$ cat src/rtl/prog_loader_if.sv
// ============================================================================
// prog_loader_if
// ----------------------------------------------------------------------------
// Groups the signals between the program loader, its byte source, the
// instruction-memory write port and the processor control lines.
//   start        : begin a load
//   in_data      : program byte, MSB of each word first
//   in_valid     : in_data valid
//   in_ready     : loader accepts a byte (transfer = in_valid & in_ready)
//   mem_we       : instruction-memory write strobe, one cycle per word
//   mem_addr     : write address
//   mem_wdata    : write data
//   cpu_hold     : keeps the processor halted with PC cleared
//   cpu_start    : one-cycle release pulse
//   busy         : load in progress
//   done         : image loaded and verified
//   error        : bad length or checksum
//   words_loaded : data words written this load
// Modports: slave = loader side, master = source/system side.
// Revision: 1.0
// ============================================================================
`default_nettype none

interface prog_loader_if #(
  parameter int ADDR_W = 10
);
  logic              start;
  logic [7:0]        in_data;
  logic              in_valid;
  logic              in_ready;
  logic              mem_we;
  logic [ADDR_W-1:0] mem_addr;
  logic [31:0]       mem_wdata;
  logic              cpu_hold;
  logic              cpu_start;
  logic              busy;
  logic              done;
  logic              error;
  logic [ADDR_W:0]   words_loaded;

  modport slave (
    input  start, in_data, in_valid,
    output in_ready, mem_we, mem_addr, mem_wdata, cpu_hold, cpu_start,
           busy, done, error, words_loaded
  );

  modport master (
    output start, in_data, in_valid,
    input  in_ready, mem_we, mem_addr, mem_wdata, cpu_hold, cpu_start,
           busy, done, error, words_loaded
  );
endinterface

`default_nettype wire

$ cat src/rtl/prog_loader.sv
// ============================================================================
// prog_loader
// ----------------------------------------------------------------------------
// Boot-time program loader. Accepts a byte stream (header word N, N data
// words, XOR checksum word; all big-endian), writes the data words to
// instruction memory from address 0, verifies the checksum and then releases
// the processor with a one-cycle start pulse.
// Ports:
//   clk1 : single clock, rising edge
//   rst  : asynchronous active-high reset
//   bus  : prog_loader_if.slave (stream, memory write port, cpu control)
// Revision: 1.0
// ============================================================================
`default_nettype none

module prog_loader #(
  parameter int ADDR_W    = 10,
  parameter int MAX_WORDS = 1024
) (
  input  logic                clk1,
  input  logic                rst,
  prog_loader_if.slave        bus
);

  typedef enum logic [2:0] {
    S_IDLE = 3'd0,
    S_HDR  = 3'd1,
    S_LOAD = 3'd2,
    S_CSUM = 3'd3,
    S_DONE = 3'd4,
    S_ERR  = 3'd5
  } state_t;

  localparam logic [31:0] MAX_WORDS_W = 32'(MAX_WORDS);

  state_t            state_q,        state_d;
  logic [1:0]        byte_cnt_q,     byte_cnt_d;
  logic [23:0]       shift_q,        shift_d;
  logic [ADDR_W:0]   n_words_q,      n_words_d;
  logic [31:0]       acc_q,          acc_d;
  logic [ADDR_W:0]   words_loaded_q, words_loaded_d;
  logic              mem_we_q,       mem_we_d;
  logic [ADDR_W-1:0] mem_addr_q,     mem_addr_d;
  logic [31:0]       mem_wdata_q,    mem_wdata_d;
  logic              cpu_hold_q,     cpu_hold_d;
  logic              cpu_start_q,    cpu_start_d;
  logic              done_q,         done_d;
  logic              error_q,        error_d;

  logic              in_ready;
  logic              xfer;
  logic              word_done;
  logic [31:0]       cur_word;
  logic [ADDR_W:0]   wl_next;

  // Ready (and busy) are pure functions of state so they drop in the very
  // cycle DONE/ERR is entered.
  assign in_ready  = (state_q == S_HDR) || (state_q == S_LOAD) || (state_q == S_CSUM);
  assign xfer      = bus.in_valid && in_ready;
  assign word_done = xfer && (byte_cnt_q == 2'd3);
  // Earlier three bytes sit in shift_q; the 4th byte completes the word.
  assign cur_word  = {shift_q, bus.in_data};
  assign wl_next   = words_loaded_q + 1'b1;

  always_comb begin
    state_d        = state_q;
    byte_cnt_d     = byte_cnt_q;
    shift_d        = shift_q;
    n_words_d      = n_words_q;
    acc_d          = acc_q;
    words_loaded_d = words_loaded_q;
    mem_we_d       = 1'b0;
    mem_addr_d     = mem_addr_q;
    mem_wdata_d    = mem_wdata_q;
    cpu_hold_d     = cpu_hold_q;
    cpu_start_d    = 1'b0;
    done_d         = done_q;
    error_d        = error_q;

    if (xfer) begin
      shift_d    = {shift_q[15:0], bus.in_data};
      byte_cnt_d = byte_cnt_q + 2'd1;
    end

    unique case (state_q)
      S_IDLE, S_DONE, S_ERR: begin
        if (bus.start) begin
          state_d        = S_HDR;
          byte_cnt_d     = 2'd0;
          shift_d        = '0;
          n_words_d      = '0;
          acc_d          = '0;
          words_loaded_d = '0;
          done_d         = 1'b0;
          error_d        = 1'b0;
          cpu_hold_d     = 1'b1;
        end
      end
      S_HDR: begin
        if (word_done) begin
          if ((cur_word == 32'd0) || (cur_word > MAX_WORDS_W)) begin
            state_d = S_ERR;
            error_d = 1'b1;
          end else begin
            // Range check above guarantees N fits in ADDR_W+1 bits.
            n_words_d = cur_word[ADDR_W:0];
            state_d   = S_LOAD;
          end
        end
      end
      S_LOAD: begin
        if (word_done) begin
          mem_we_d       = 1'b1;
          mem_addr_d     = words_loaded_q[ADDR_W-1:0];
          mem_wdata_d    = cur_word;
          words_loaded_d = wl_next;
          acc_d          = acc_q ^ cur_word;
          if (wl_next == n_words_q) begin
            state_d = S_CSUM;
          end
        end
      end
      S_CSUM: begin
        if (word_done) begin
          if (cur_word == acc_q) begin
            state_d     = S_DONE;
            cpu_hold_d  = 1'b0;
            cpu_start_d = 1'b1;
            done_d      = 1'b1;
          end else begin
            state_d = S_ERR;
            error_d = 1'b1;
          end
        end
      end
      default: state_d = S_IDLE;
    endcase
  end

  always_ff @(posedge clk1 or posedge rst) begin
    if (rst) begin
      state_q        <= S_IDLE;
      byte_cnt_q     <= 2'd0;
      shift_q        <= '0;
      n_words_q      <= '0;
      acc_q          <= '0;
      words_loaded_q <= '0;
      mem_we_q       <= 1'b0;
      mem_addr_q     <= '0;
      mem_wdata_q    <= '0;
      cpu_hold_q     <= 1'b1;
      cpu_start_q    <= 1'b0;
      done_q         <= 1'b0;
      error_q        <= 1'b0;
    end else begin
      state_q        <= state_d;
      byte_cnt_q     <= byte_cnt_d;
      shift_q        <= shift_d;
      n_words_q      <= n_words_d;
      acc_q          <= acc_d;
      words_loaded_q <= words_loaded_d;
      mem_we_q       <= mem_we_d;
      mem_addr_q     <= mem_addr_d;
      mem_wdata_q    <= mem_wdata_d;
      cpu_hold_q     <= cpu_hold_d;
      cpu_start_q    <= cpu_start_d;
      done_q         <= done_d;
      error_q        <= error_d;
    end
  end

  assign bus.in_ready     = in_ready;
  assign bus.busy         = in_ready;
  assign bus.mem_we       = mem_we_q;
  assign bus.mem_addr     = mem_addr_q;
  assign bus.mem_wdata    = mem_wdata_q;
  assign bus.cpu_hold     = cpu_hold_q;
  assign bus.cpu_start    = cpu_start_q;
  assign bus.done         = done_q;
  assign bus.error        = error_q;
  assign bus.words_loaded = words_loaded_q;

endmodule

`default_nettype wire

$ cat src/flat_wrapper.sv
// flat-port wrapper written by rule: the top's interface ports become plain ports
module prog_loader_flat 
#(
  parameter int ADDR_W    = 10,
  parameter int MAX_WORDS = 1024
)
  (clk1, rst, bus_start, bus_in_data, bus_in_valid, bus_in_ready, bus_mem_we, bus_mem_addr, bus_mem_wdata, bus_cpu_hold, bus_cpu_start, bus_busy, bus_done, bus_error, bus_words_loaded);
  prog_loader_if #(.ADDR_W(ADDR_W)) bus_i ();
  input  logic clk1;
  input  logic rst;
  input wire logic [$bits(bus_i.start)-1:0] bus_start;
  input wire logic [$bits(bus_i.in_data)-1:0] bus_in_data;
  input wire logic [$bits(bus_i.in_valid)-1:0] bus_in_valid;
  output wire logic [$bits(bus_i.in_ready)-1:0] bus_in_ready;
  output wire logic [$bits(bus_i.mem_we)-1:0] bus_mem_we;
  output wire logic [$bits(bus_i.mem_addr)-1:0] bus_mem_addr;
  output wire logic [$bits(bus_i.mem_wdata)-1:0] bus_mem_wdata;
  output wire logic [$bits(bus_i.cpu_hold)-1:0] bus_cpu_hold;
  output wire logic [$bits(bus_i.cpu_start)-1:0] bus_cpu_start;
  output wire logic [$bits(bus_i.busy)-1:0] bus_busy;
  output wire logic [$bits(bus_i.done)-1:0] bus_done;
  output wire logic [$bits(bus_i.error)-1:0] bus_error;
  output wire logic [$bits(bus_i.words_loaded)-1:0] bus_words_loaded;
  assign bus_i.start = bus_start;
  assign bus_i.in_data = bus_in_data;
  assign bus_i.in_valid = bus_in_valid;
  assign bus_in_ready = bus_i.in_ready;
  assign bus_mem_we = bus_i.mem_we;
  assign bus_mem_addr = bus_i.mem_addr;
  assign bus_mem_wdata = bus_i.mem_wdata;
  assign bus_cpu_hold = bus_i.cpu_hold;
  assign bus_cpu_start = bus_i.cpu_start;
  assign bus_busy = bus_i.busy;
  assign bus_done = bus_i.done;
  assign bus_error = bus_i.error;
  assign bus_words_loaded = bus_i.words_loaded;
  prog_loader #(.ADDR_W(ADDR_W), .MAX_WORDS(MAX_WORDS)) u_core (.clk1(clk1), .rst(rst), .bus(bus_i));
endmodule
$ cat config.mk
export PLATFORM = sky130hd
export DESIGN_NAME = prog_loader_flat
export DESIGN_NICKNAME = d
export VERILOG_FILES = /design/src/rtl/prog_loader_if.sv /design/src/rtl/prog_loader.sv /design/src/flat_wrapper.sv
export SDC_FILE = /design/constraint.sdc
export NUM_CORES = 1
export LEC_CHECK = 0
export ABC_AREA = 1
export BUFFER_PORTS_ARGS = -buffer_cell sky130_fd_sc_hd__buf_2
export CAP_MARGIN = 0
export CORE_MARGIN = 3
export CORE_UTILIZATION = 54
export CTS_CLUSTER_SIZE = 20
export DETAILED_ROUTE_END_ITERATION = 12
export PLACE_DENSITY = 0.85
export SYNTH_ARGS = -nofsm -noshare
export SYNTH_HDL_FRONTEND = slang
export SYNTH_SLANG_ARGS = --single-unit
$ cat constraint.sdc
create_clock -name clk1 -period 4.7 [get_ports clk1]
set_input_delay 0.47 -clock clk1 [delete_from_list [all_inputs] [get_ports clk1]]
set_output_delay 0.47 -clock clk1 [all_outputs]
set_load 0.01 [all_outputs]
==> out/metrics.cfg <==
[clock_network]
post-cts-setup-buffers=0
hold_buffers=0
insertion_delay_ps=410
clkTransAtPathRegs_ps=60
cts_buffer_depth=2
cts_root_buffer=clkbuf_16
numCtsBuffers=17
cts_tree=built
clkSinkCount=130
cts_resized=0
htreeDepth=4

[finish]
final_core_util_pct=64.6
layout_commonest_cell=nand2_1
drive_above_1_share_pct=16.9
layout_common_cells=nand2_1 (178), dfrtp_1 (129), buf_2 (71), nand3_1 (68)
nNetsFinal=787
fill_cells=841
diodes=0
seq_area_um2=3250
area_delta_synth_final_pct=15.8
multiInputGateArea_um2=2420

[synthesis]
synth_warnings=0
synthSimpleGateAreaFrac_pct=22.8
postSynthCellCount=711
syn_area_per_cell_um2=8.59
synth_compound_area_share_pct=11.9
synth_nets=725
synth_top_family_by_area=simple AND/OR/NAND/NOR gates
yosys_register_bits=130
mappedNetlistArea_um2=6110
yosys.area_share.adder_pct=0.410
synth_cell_type_count=33
ys_seq_area_share_pct=53.3
synth_mux_area_share_pct=0
synth-xor-area-share_pct=4.59

[grt]
overflow=0
grt_pass1_vias=4965
grt_max_degree=94
antenna_found_initial=0
grt_pass1_wl_um=25000
grtUsageTotal_pct=24.7

[detailed_routing]
wire_per_inst_um=16.4
firstDrtPassIters=5
drt.antenna.violating_nets=0
drtIter0Drc=600
drt-vias-per-instance=5.66
drcViolationCount=0
vias=5237
drt-total-wl_um=15100

[timing]
worst_slew_pin_slew_ps=965
timing.fmax_ghz=0.371
layout_min_cycle_time_ps=2700
final_hold_viol_count=0
setup_tns_ps=0
rsz0062_at_grt=no
min_period_over_period_pct=57.4
final.setup_skew_ps=6.46
setup_viol_count_final=0
drv_slew=0
slew_headroom_pct=35.6

[worst_setup_path]
r2r_slack_ps=2000
required_ps=5010
end_kind=flop
path_cells=inv_2, nor2_2, inv_2, nand2_4, nand2_4, nor2_8, nand2_4, nand2_1, o21ai_0
cpMaxStageDelayCell=nand2_4
critPathMaxFanout=93
r2r_end=u_core.bus.words_loaded[0]$_DFFE_PP0P_
cpPeakStageDelay_ps=660
reg2regPathDepth=9
crit_start=u_core.state_q[0]$_DFFE_PP0P_
crit_type=flop to flop
r2r-start=u_core.state_q[0]$_DFFE_PP0P_
crit_path_frequent_cell=nand2_4
cp.arrival_ps=3010
setup.worst_path.start_class=flop

[placed_design]
port_buffers=71
place.gp.congestion=0.853
dp_hpwl_um=9790

[power_and_ir_drop]
p_per_area_nw_per_um2=498
max-vdd-ir-drop_uv=301
power.total_mw=3.52
p_leak_nw=3.64

[die]
pin_count=72
core_area_um2=10900
die-height_um=112
rows=38
die_w_um=112
dieArea_um2=12600
start_util_pct=55.8

[hold_path]
holdCritPathClass=input port to asynchronous set/reset pin

[flow_run]
drv_cap=0

[status]
outcome=completed

## critical path: cells and delay by family (launching register included)
kind / cells / cell delay [ps]
AND/OR/NAND/NOR: 6 / 1690
flip-flops: 1 / 400
buffers and inverters: 2 / 190
AO/OA/AOI/OAI: 1 / 290
## per-layer routing
metal  global-route usage (%)  share of wire, %  up-vias
met3                     5.01               7.6       32
met2                     38.2                47      255
met4                     8.57               1.9        0
li1                         -                 -     2443
met1                     35.2                43     2507
met5                        0                 0        -
## state kept, by name (all words and copies together) (netlist names)
name,count
u_core.bus.mem_we,1
u_core.bus.mem_addr,10
u_core.n_words_q,11
u_core.bus.cpu_hold,1
u_core.byte_cnt_q,2
u_core.bus.error,1
u_core.bus.cpu_start,1
u_core.bus.words_loaded,11
u_core.bus.mem_wdata,32
u_core.shift_q,24
u_core.state_q,3
u_core.acc_q,32
u_core.bus.done,1
## layout make-up
type	count	area share, %
Inverter	68	3.68
Sequential cell	130	46.0
Clock inverter	10	1.54
Timing Repair Buffer	74	5.35
Clock buffer	21	6.66
Multi-Input combinational cell	482	34.3
Tap cell	140	2.48
## kinds of logic after synthesis
logic type | count (synthesis)
and+or+nand+nor | 313
AOI/OAI and AO/OA | 135
DFF | 130
buffers and inverters | 99
xor gates and xnor gates | 32
adders and majority gates | 2
## power by group
| group | internal, mW | switching [mW] |
|---|---|---|
| Sequential | 1.25 | 0.137 |
| Combinational | 0.255 | 0.584 |
| Clock | 0.816 | 0.479 |
| Total | 2.32 | 1.20 |
## worst max path at each step
stage / end / slack, ps
4_1_cts: u_core.bus.words_loaded[8]$_DFFE_PP0P_ / 2050
3_5_place_dp: u_core.bus.words_loaded[6]$_DFFE_PP0P_ / 2070
2_1_floorplan: u_core.acc_q[0]$_DFFE_PP0P_ / 760
5_1_grt: u_core.bus.words_loaded[10]$_DFFE_PP0P_ / 1730
6_report: u_core.bus.words_loaded[0]$_DFFE_PP0P_ / 2000
3_3_place_gp: u_core.bus.words_loaded[8]$_DFFE_PP0P_ / 2110
## cells in the mapped netlist
master | n | share of area (%)
nor2_8 | 1 | 0.33
inv_4 | 1 | 0.10
o21ai_0 | 59 | 4.8
a21oi_1 | 26 | 2.1
o31ai_1 | 4 | 0.49
xnor2_1 | 18 | 2.6
nor2_1 | 32 | 2.0
clkbuf_1 | 12 | 0.74
buf_1 | 1 | 0.061
buf_6 | 5 | 0.92
nor3_2 | 1 | 0.16
inv_1 | 60 | 3.7
nand3_2 | 4 | 0.66
dfstp_2 | 1 | 0.43
o21ai_2 | 4 | 0.57
buf_4 | 1 | 0.12
o22ai_1 | 6 | 0.61
o21ai_1 | 33 | 2.7
inv_2 | 7 | 0.43
buf_2 | 12 | 0.98
nor3_1 | 10 | 0.82
nand4_1 | 8 | 0.82
dfrtp_1 | 129 | 53
o21a_1 | 2 | 0.25
nand3_1 | 68 | 5.6
nor2_2 | 3 | 0.31
xor2_1 | 14 | 2.0
nand2_2 | 1 | 0.10
nand3b_1 | 3 | 0.37
nand2_4 | 4 | 0.74
ha_1 | 2 | 0.41
nand2_1 | 178 | 11
a21oi_4 | 1 | 0.27
## stage by stage
stage | hold WS [ps] | cell area [µm²] | instances | setup WS [ps]
final | 117 | 7070 | 925 | 2000
after global routing | 159 | 7070 | 925 | 1730
after CTS | 127 | 7070 | 925 | 2050
after detailed placement | 465 | 6490 | 894 | 2070
after global placement | 455 | 6490 | 894 | 2110
after floorplan | 465 | 6110 | 711 | 762
(Power assumes the default switching activity.)
